`config.mk`:
```
export PLATFORM = sky130hd
export DESIGN_NAME = neander_mem_arbiter
export DESIGN_NICKNAME = d
export VERILOG_FILES = /design/src/rtl/neander_mem_arbiter.sv
export SDC_FILE = /design/constraint.sdc
export NUM_CORES = 1
export LEC_CHECK = 0
export ABC_AREA = 0
export BUFFER_PORTS_ARGS = -buffer_cell sky130_fd_sc_hd__buf_2
export CAP_MARGIN = 10
export CORE_MARGIN = 8
export CORE_UTILIZATION = 40
export DETAILED_ROUTE_END_ITERATION = 8
export GPL_TIMING_DRIVEN = 0
export PLACE_DENSITY = 0.75
export SLEW_MARGIN = 15
export SYNTH_ARGS = -nofsm -noshare
export SYNTH_HDL_FRONTEND = slang
export SYNTH_SLANG_ARGS = --single-unit
```
`constraint.sdc`:
```
create_clock -name clk -period 2.7 [get_ports clk]
set_input_delay 0.27 -clock clk [delete_from_list [all_inputs] [get_ports clk]]
set_output_delay 0.27 -clock clk [all_outputs]
set_load 0.005 [all_outputs]
```
`src/rtl/neander_mem_arbiter.sv`:
```
`default_nettype none
// ============================================================================
// Module   : neander_mem_arbiter
// Purpose  : Shares a single-port RAM (async read, sync write) between the
//            Neander CPU (port A) and the program loader/debugger (port B).
//            Round-robin with a burst limit; B may lock the RAM.
//            Optional wait-cycle statistics: define NEANDER_ARB_STATS_EN.
// Revision : 1.0 - initial release
// ============================================================================
module neander_mem_arbiter #(
  parameter int ADDR_W    = 8,
  parameter int DATA_W    = 8,
  parameter int MAX_BURST = 4
) (
  input  logic              clk,
  input  logic              reset,
  // CPU side
  input  logic              a_req,
  input  logic              a_we,
  input  logic [ADDR_W-1:0] a_addr,
  input  logic [DATA_W-1:0] a_wdata,
  output logic              a_gnt,
  output logic              a_stall,
  output logic [DATA_W-1:0] a_rdata,
  output logic              a_rvalid,
  // loader side
  input  logic              b_req,
  input  logic              b_we,
  input  logic [ADDR_W-1:0] b_addr,
  input  logic [DATA_W-1:0] b_wdata,
  input  logic              b_lock,
  output logic              b_gnt,
  output logic              b_stall,
  output logic [DATA_W-1:0] b_rdata,
  output logic              b_rvalid,
  // RAM side
  output logic [ADDR_W-1:0] ram_addr,
  output logic [DATA_W-1:0] ram_wdata,
  output logic              ram_we,
`ifdef NEANDER_ARB_STATS_EN
  input  logic              stat_clr,
  output logic [15:0]       stat_a_wait,
  output logic [15:0]       stat_b_wait,
`endif
  input  logic [DATA_W-1:0] ram_rdata
);

  localparam logic [3:0]  c_max      = 4'(MAX_BURST);
  localparam logic        c_side_a   = 1'b0;
  localparam logic [15:0] c_stat_max = 16'hFFFF;

  logic       r_last;     // side that received the most recent grant
  logic [3:0] r_burst;    // consecutive grants to r_last, saturating
  logic       w_pick_b;
  logic       w_a_gnt;
  logic       w_b_gnt;

  // Choose the winning side from requests, lock and fairness state
  always_comb begin
    w_pick_b = 1'b0;
    if (b_req && !a_req) begin
      w_pick_b = 1'b1;
    end else if (a_req && b_req) begin
      if (b_lock) begin
        w_pick_b = 1'b1;
      end else if (r_burst < c_max) begin
        w_pick_b = r_last;
      end else begin
        w_pick_b = ~r_last;
      end
    end
  end

  // Grants are masked while reset is held so nothing reaches the RAM
  assign w_a_gnt  = ~reset & a_req & ~w_pick_b;
  assign w_b_gnt  = ~reset & b_req &  w_pick_b;
  assign a_gnt    = w_a_gnt;
  assign b_gnt    = w_b_gnt;
  assign a_stall  = a_req & ~w_a_gnt;
  assign b_stall  = b_req & ~w_b_gnt;

  // With no grant the bus idles on the CPU address
  assign ram_addr  = w_b_gnt ? b_addr  : a_addr;
  assign ram_wdata = w_b_gnt ? b_wdata : a_wdata;
  assign ram_we    = (w_a_gnt & a_we) | (w_b_gnt & b_we);

  // Fairness state: extend the current burst or hand ownership over
  always_ff @(posedge clk or posedge reset) begin
    if (reset) begin
      r_last  <= c_side_a;
      r_burst <= 4'd0;
    end else if (w_a_gnt || w_b_gnt) begin
      if (w_b_gnt == r_last) begin
        if (r_burst < c_max) begin
          r_burst <= r_burst + 4'd1;
        end else begin
          r_burst <= c_max;
        end
      end else begin
        r_last  <= w_b_gnt;
        r_burst <= 4'd1;
      end
    end else begin
      r_burst <= 4'd0;
    end
  end

  // CPU read return: capture RAM data at the end of a granted read
  always_ff @(posedge clk or posedge reset) begin
    if (reset) begin
      a_rdata  <= '0;
      a_rvalid <= 1'b0;
    end else begin
      a_rvalid <= w_a_gnt & ~a_we;
      if (w_a_gnt && !a_we) begin
        a_rdata <= ram_rdata;
      end
    end
  end

  // Loader read return: capture RAM data at the end of a granted read
  always_ff @(posedge clk or posedge reset) begin
    if (reset) begin
      b_rdata  <= '0;
      b_rvalid <= 1'b0;
    end else begin
      b_rvalid <= w_b_gnt & ~b_we;
      if (w_b_gnt && !b_we) begin
        b_rdata <= ram_rdata;
      end
    end
  end

`ifdef NEANDER_ARB_STATS_EN
  logic [15:0] r_a_wait;
  logic [15:0] r_b_wait;

  // Saturating stall-cycle counters; clear takes priority over counting
  always_ff @(posedge clk or posedge reset) begin
    if (reset) begin
      r_a_wait <= 16'd0;
      r_b_wait <= 16'd0;
    end else if (stat_clr) begin
      r_a_wait <= 16'd0;
      r_b_wait <= 16'd0;
    end else begin
      if (a_stall && r_a_wait != c_stat_max) begin
        r_a_wait <= r_a_wait + 16'd1;
      end
      if (b_stall && r_b_wait != c_stat_max) begin
        r_b_wait <= r_b_wait + 16'd1;
      end
    end
  end

  assign stat_a_wait = r_a_wait;
  assign stat_b_wait = r_b_wait;
`endif

endmodule
`default_nettype wire

```
Word level (Yosys, flattened, before mapping)
Cells that the tools add are included.
{"block": "totals", "word_cells": 46, "out_inout_bits": 39, "input_bits": 47, "register_bits": 23}
{"block": "classes", "n_eq_ne": 1, "n_lt_le_gt_ge": 1, "bitwise": 19, "n_mux": 9, "n_reduce_logical": 9, "n_addsub": 1}
{"op": "$mux W8", "count": 2}
{"op": "$mux W4", "count": 3}
{"op": "$and A1 B1 Y1", "count": 10}
{"op": "$not A1 Y1", "count": 8}
{"op": "$add A4 B1 Y4 const B", "count": 1}
{"op": "$logic_and A1 B1 Y1", "count": 4}
{"op": "$lt A4 B3 Y1 const B", "count": 1}
{"op": "$mux W1", "count": 4}
{"op": "$logic_not A1 Y1", "count": 3}
{"op": "$reduce_and A2 Y1", "count": 1}
{"op": "$eq A1 B1 Y1", "count": 1}
{"op": "$logic_or A1 B1 Y1", "count": 1}
{"op": "$or A1 B1 Y1", "count": 1}

Longest topological paths before layout
Gate-level depths: netlist of run 1.
{"block": "depth", "word_depth": 9, "ltp_mapped": 6, "mapped_depth_nobuf": 5}

Worst setup path before layout of run 1
No wires, ideal clock.
{"block": "synth_timing", "kind": "input to output", "startpoint": "in reset", "endpoint": "out ram_addr[6]", "stages": 5, "path_slack_ps": 415, "arrival_ps": 2015, "required_time_ps": 2430, "path_cell_list": "inv_1 > nand2_1 > nor2_1 > buf_2 > mux2_2"}
{"block": "synth_between", "elab_chain_cells": 4}
{"element": "start, declared", "line_no": "16", "text": "input logic reset,"}
{"element": "$not A1 Y1", "line_no": "76", "text": "assign w_b_gnt = ~reset & b_req & w_pick_b;"}
{"element": "$and A1 B1 Y1 (2 in a row)", "line_no": "76"}
{"element": "named net b_gnt", "line_no": "32", "text": "output logic b_gnt,"}
{"element": "$mux W8", "line_no": "83", "text": "assign ram_addr = w_b_gnt ? b_addr : a_addr;"}
{"element": "end, declared", "line_no": "37", "text": "output logic [ADDR_W-1:0] ram_addr,"}
The timed path passes the listed nets, and every way through them passes these cells.

Final worst setup path of run 1
{"block": "layout_timing", "startpoint": "reg r_last", "endpoint": "out ram_addr[6]"}
{"block": "layout_between", "elab_chain_cells": 7}
{"element": "start, declared", "line_no": "52", "text": "logic r_last;"}
{"element": "start signal, assigned", "line_no": "90", "text": "r_last <= c_side_a;"}
{"element": "start signal, assigned", "line_no": "100", "text": "r_last <= w_b_gnt;"}
{"element": "$not A1 Y1", "line_no": "69", "text": "w_pick_b = ~r_last;"}
{"element": "$mux W1 (*)", "line_no": "66", "text": "end else if (r_burst < c_max) begin"}
{"element": "$mux W1 (*)", "line_no": "64", "text": "if (b_lock) begin"}
{"element": "$mux W1 (*)", "line_no": "63", "text": "end else if (a_req && b_req) begin"}
{"element": "$mux W1 (*)", "line_no": "61", "text": "if (b_req && !a_req) begin"}
{"element": "$and A1 B1 Y1 (*)", "line_no": "76"}
{"element": "$mux W8 (*)", "line_no": "83"}
Every way passes the cells marked *; elsewhere a longest branch is shown, timed or not.

==> results of run 1 <==
-- cells by family (layout without fill, tap and decap cells) --
group / count (synthesis) / count (layout) / share of synthesized area, %
flip-flops: 23 / 23 / 48.2
buffers and inverters: 5 / 94 / 1.78
AND/OR/NAND/NOR: 18 / 18 / 7.76
AO/OA/AOI/OAI: 17 / 17 / 10.7
adder cells (fa/ha/maj): 1 / 1 / 1.05
multiplexers: 32 / 32 / 30.2
other: 1 / 1 / 0.314
-- synthesized netlist by cell type (2+ instances only) --
| library cell | n |
|---|---|
| o21ai_0 | 4 |
| nor3_1 | 4 |
| nand2_1 | 5 |
| buf_2 | 2 |
| mux2_2 | 32 |
| nor2_1 | 3 |
| inv_1 | 2 |
| a21o_2 | 2 |
| a21oi_1 | 3 |
| o21a_1 | 2 |
| dfrtp_1 | 23 |
-- registers in the layout (all words and copies together) (netlist names) --
signal	count
r_burst	4
a_rdata	8
a_rvalid	1
b_rdata	8
b_rvalid	1
r_last	1
-- area by class of cell --
class / instances / area [um2]
buffer: 3 / 13.8
clock buffer: 3 / 22.5
clock inverter: 1 / 5.00
fill: 247 / 1250
inverter: 2 / 11.3
multi-input combinational: 69 / 604
sequential: 23 / 576
tap: 33 / 41.3
timing repair buffer: 85 / 425
-- cell usage in the layout, fill, tap and decap left out, types with 2 or more instances in the layout --
master / Yosys / routed
a21o_2: 2 / 2
buf_2: 2 / 87
nor2_1: 3 / 2
clkbuf_4: 0 / 3
o21ai_0: 4 / 4
a21oi_1: 3 / 3
nor3_1: 4 / 4
o21a_1: 2 / 2
dfrtp_1: 23 / 23
mux2_2: 32 / 32
nand2_1: 5 / 5
-- worst min path at each step --
stage / from / to / cells past startpoint / slack (ps)
5_1_grt: reset / r_last$_DFFE_PP0P_ / 2 / 70
2_1_floorplan: reset / a_rdata[0]$_DFFE_PP0P_ / 1 / 300
6_report: reset / r_burst[1]$_DFF_PP0_ / 2 / 40
4_1_cts: reset / b_rdata[6]$_DFFE_PP0P_ / 2 / 50
3_3_place_gp: b_rdata[4]$_DFFE_PP0P_ / b_rdata[4]$_DFFE_PP0P_ / 1 / 480
3_5_place_dp: b_rdata[1]$_DFFE_PP0P_ / b_rdata[1]$_DFFE_PP0P_ / 1 / 490
-- power breakdown --
group          total, uW  switching [uW]  internal, uW  leakage, uW
logic                262             109           153     0.000568
clock network        152            96.4          55.2    0.0000177
registers            435            30.8           404     0.000281
total                849             236           613     0.000867
-- per-layer routing --
layer	share of wire [%]	routed length, um
met1	41	1340
met3	15	477
met4	0.30	10
met2	44	1450
met5	0	0
-- repair_timing --
action	CTS	global route
resized for setup	2	1
setup endpoints to repair	8	8
hold endpoints to repair	0	0
-- through the flow --
stage / setup TNS, ps / utilization, % / instance area, um2 / worst slack, ps
2_1_floorplan: 0 / - / 1190 / 415
3_3_place_gp: -1200 / 56.2 / 1660 / -156
3_5_place_dp: -1910 / 56.2 / 1660 / -240
4_1_cts: 0 / 57.4 / 1690 / 89.4
5_1_grt: 0 / 57.5 / 1700 / 14.6
6_report: 0 / 57.5 / 1700 / 190
==> metrics.yaml, run 1 <==
status: "finished clean"
syn_inst: 97
synth_flop_cell: "dfrtp_1"
crit_slowest_cell: "dfrtp_1"
power.density_mw_per_mm2: 499
fin_cells: 219
p_total_uw: 849
die_w_um: 70.6
ys_seq_area_share_pct: 48.2
leakage_uw: 0.000867
first_global_vias: 1193
coreArea_mm2: 0.00295
reg2reg_depth: 4
ys_seq_elements: 23
fin_skew_ps: 0.646
areaGrowthSynthToFinish_pct: 42.3
grt_busiest_layer: "met2"
avgViaCountPerCell: 5.04
rrSetupSlack_ps: 550
synth_nets: 145
grt_usage_pct: 12.9
critPathCaptureType: "output pin"
max_freq_mhz: 398
fin_hold_ws_ps: 39.6
use_met2_pct: 21.4
timing.rr.start: "r_last$_DFFE_PP0P_"
n_antenna_cell: 0
htreeDepth: 1
drtPass1Iterations: 3
path_class: "reg -> out"
clk_pin_slew_worst_paths_ps: 120
peakVddDrop_mv: 0.154
numPlacedInstances: 215
vias: 1103
clock_latency_ps: 300
ys_top_cells_by_area: "dfrtp_1 48%, mux2_2 30%, a211oi_4 1.7%"
chipHeight_um: 70.6
final_nets: 235
worstPathRequired_ps: 2430
cts_root_buf: "clkbuf_4"
critPathMaxFanout: 10
finalCritPeriodShare_pct: 93.0
rows: 20
crit_buf_inv: 2
crit_path_start_kind: "flop"
clk_path_buf_depth: 2
relSlewSlack_pct: 64.9
crit_arrival_ps: 2240
setup_viol: 0
synth_warnings: 0
period_needed_ps: 2510
synth_top_cell_by_area: "dfrtp_1"
grt_pass1_wl_um: 5340
synth_edf_count: 0
synth.distinct_cells: 26
slew_violations: 0
start_util_pct: 40.4
dr.first_iter.drc_count: 62
antenna_found_initial: 0
min_path_type: "in -> async"
grt_max_degree: 27
syn_area_per_cell_um2: 12.3
max_slew.worst_pin.slew_ps: 525
rsz0062_at_grt: "no"
postCtsSetupBuffers: 0
io_buffers: 85
synth_top_area_share_pct: 48.2
remaining_drc_errors: 0
drt-total-wl_um: 3280
critPathTopFamily: "simple AND/OR/NAND/NOR gates"
grtUsageMet1_pct: 13.5
die_area_mm2: 0.00499
overflow: 0
path_depth: 6
cap_violations: 0
hpwlAfterDp_um: 2860
drtAntennaViolNets: 0
max_stage_delay_ps: 460
r2r_end: "a_rdata[4]$_DFFE_PP0P_"
syn_area_mm2: 0.00119
finalHoldViolCount: 0
use_met3_pct: 8.62
startpoint: "r_last$_DFFE_PP0P_"
clkSinkCount: 23
routedWlPerCell_um: 15.0
crit_chain: "or3_4, a21oi_1, nor2_4, buf_2, mux2_2, buf_2"
cts_tree: "built"
drive_gt1_share_pct: 70.4
timing.critical_path.to: "ram_addr[6]"
cts_buffers: 3
gp_congestion: 0.741
ios: 86
synthArstFlopShare_pct: 100
holdBufCountCts: 0
path_common_cell: "buf_2"
Note: power is estimated with default switching activity, not from simulation.
==> run 2: changes to the inputs <==
Settings changed: CORE_UTILIZATION 40 to 36, PLACE_DENSITY 0.75 to 0.71.
Clock period 2.7 ns to 2.3 ns, I/O delays scaled along.
==> metrics.yaml, run 2 (synthesis gave the netlist of run 1 again) <==
status: "finished clean"  # unchanged
dp_slack_ps: -621  # was -240 ps
route.met3.wl_um: 548  # was 477 um
cts_root_buf: "clkbuf_4"  # unchanged
vias: 1133  # was 1103
die_w_um: 73.6  # was 70.6 um
io_buffers: 85  # unchanged
htreeDepth: 1  # unchanged
areaGrowthSynthToFinish_pct: 46.2  # was 42.3%
wl_met1_um: 1270  # was 1340 um
holdBufCountCts: 0  # unchanged
rows: 21  # was 20
routed-wl-met2_um: 1570  # was 1450 um
avgViaCountPerCell: 4.84  # was 5.04
relSlewSlack_pct: 64.3  # was 64.9%
final_nets: 237  # was 235
overflow: 0  # unchanged
period_needed_ps: 2220
drt-total-wl_um: 3410  # was 3280 um
start_util_pct: 36.6  # was 40.4%
layout_common_cells: "86 x buf_2, 32 x mux2_2, 21 x dfrtp_1, 5 x nand2_1, 4 x nor3_1"  # was 87 x buf_2, 32 x mux2_2, 23 x dfrtp_1, 5 x nand2_1
gp_congestion: 0.741  # about the same
reg_top3: "a_rdata (8), b_rdata (8), r_burst (4)"  # unchanged
crit_path_start_kind: "flop"  # unchanged
n_fill_cell: 311  # was 247
dr.first_iter.drc_count: 27  # was 62
remaining_drc_errors: 0  # unchanged
critPathCaptureType: "output pin"  # unchanged
place_area_mm2: 0.00168  # was 0.00166 mm2
setup_viol: 0  # unchanged
coreArea_mm2: 0.00326  # was 0.00295 mm2
layout_commonest_cell: "buf_2"  # unchanged
grt_max_degree: 27  # unchanged
cap_violations: 0  # unchanged
rsz0062_at_grt: "no"  # unchanged
min_path_type: "in -> async"  # unchanged
peakVddDrop_mv: 0.225  # was 0.154 mV
cts_tree: "built"  # unchanged
antenna_found_initial: 0  # unchanged
n_antenna_cell: 0  # unchanged
grt_pass1_wl_um: 5490  # was 5340 um
fin_cells: 234  # was 219
finalHoldViolCount: 0  # unchanged
first_global_vias: 1316  # was 1193
clkSinkCount: 23  # unchanged
fin_skew_ps: 6.78  # was 0.646 ps
design_area_mm2: 0.00175  # was 0.00170 mm2
setup_ws_ps: 75.3  # was 190 ps
clk_path_buf_depth: 2  # unchanged
top_layer: "met4"  # unchanged
max_freq_mhz: 450
hpwlAfterDp_um: 2960  # was 2860 um
chipHeight_um: 73.6  # was 70.6 um
worstPathRequired_ps: 2070  # was 2430 ps
drive_gt1_share_pct: 71.8  # was 70.4%
fin_setup_tns_ps: 0  # unchanged
cts_buffers: 3  # unchanged
grt_usage_pct: 12.8  # was 12.9%
finalCritPeriodShare_pct: 96.7
die_area_mm2: 0.00541  # was 0.00499 mm2
critPathMaxFanout: 10  # unchanged
drtPass1Iterations: 3  # unchanged
numPlacedInstances: 228  # was 215
clk_pin_slew_worst_paths_ps: 120  # about the same
crit_arrival_ps: 1990  # was 2240 ps
power.density_mw_per_mm2: 575  # was 499 mW/mm2
slew_violations: 0  # unchanged
clock_latency_ps: 300  # about the same
drtAntennaViolNets: 0  # unchanged
routedWlPerCell_um: 14.6  # was 15.0 um
max_slew.worst_pin.slew_ps: 534  # was 525 ps
path_class: "reg -> out"  # unchanged
leakage_uw: 0.000872  # was 0.000867 uW
ios: 86  # unchanged
[run 2: path summary, 6_finish.rpt]
check	from	to	slack, ps	cells after the start
max in group asynchronous	reset	r_last$_DFFE_PP0P_	1950	2
min	reset	r_burst[1]$_DFF_PP0_	7	2
min reg2reg	b_rdata[0]$_DFFE_PP0P_	b_rdata[0]$_DFFE_PP0P_	510	1
max	r_burst[3]$_DFF_PP0_	ram_wdata[4]	80	6
max reg2reg	r_burst[3]$_DFF_PP0_	a_rdata[6]$_DFFE_PP0P_	170	4
min in group clk	a_we	a_rvalid$_DFF_PP0_	160	2
[run 2: repair_timing]
action / in CTS / in global routing
resized for setup: 5 / 4
setup endpoints to repair: 17 / 16
pin swaps: 1 / 0
setup buffers: 1 / 1
[run 2: critical path: stages, from the launching register on]
cell     delay (ps)
dfrtp_2         460
or3_4           400
a21oi_4         200
nor2_4           50
buf_4           170
mux2_2          280
buf_2           130
[run 2: cell type report]
type	instances	area, um2	share of cell area (%)
multi-input combinational	69	616	35.3
sequential	23	578	33.1
timing repair buffer	87	440	25.2
tap	46	57.6	3.30
clock buffer	4	26.3	1.51
buffer	3	16.3	0.932
inverter	2	11.3	0.645
[run 2: routing by layer]
| layer | track usage [%] | up-vias |
|---|---|---|
| met5 | 0 | - |
| met4 | 3.77 | 0 |
| met3 | 8.59 | 2 |
| met2 | 21.8 | 72 |
| met1 | 12.0 | 521 |
| li1 | - | 538 |
[run 2: report_power, final]
group	internal, uW	total (uW)	switching (uW)
sequential	475	511	35.2
combinational	186	318	132
clock	67.4	176	108
[run 2: stage by stage]
| stage | power (uW) | hold WS [ps] | util (%) |
|---|---|---|---|
| 2_1_floorplan | 668 | 255 | - |
| 3_3_place_gp | 819 | 477 | 51.5 |
| 3_5_place_dp | 831 | 479 | 51.5 |
| 4_1_cts | 1020 | 17.9 | 53.0 |
| 5_1_grt | 1070 | 51.6 | 53.6 |
| 6_report | 1000 | 7.25 | 53.6 |
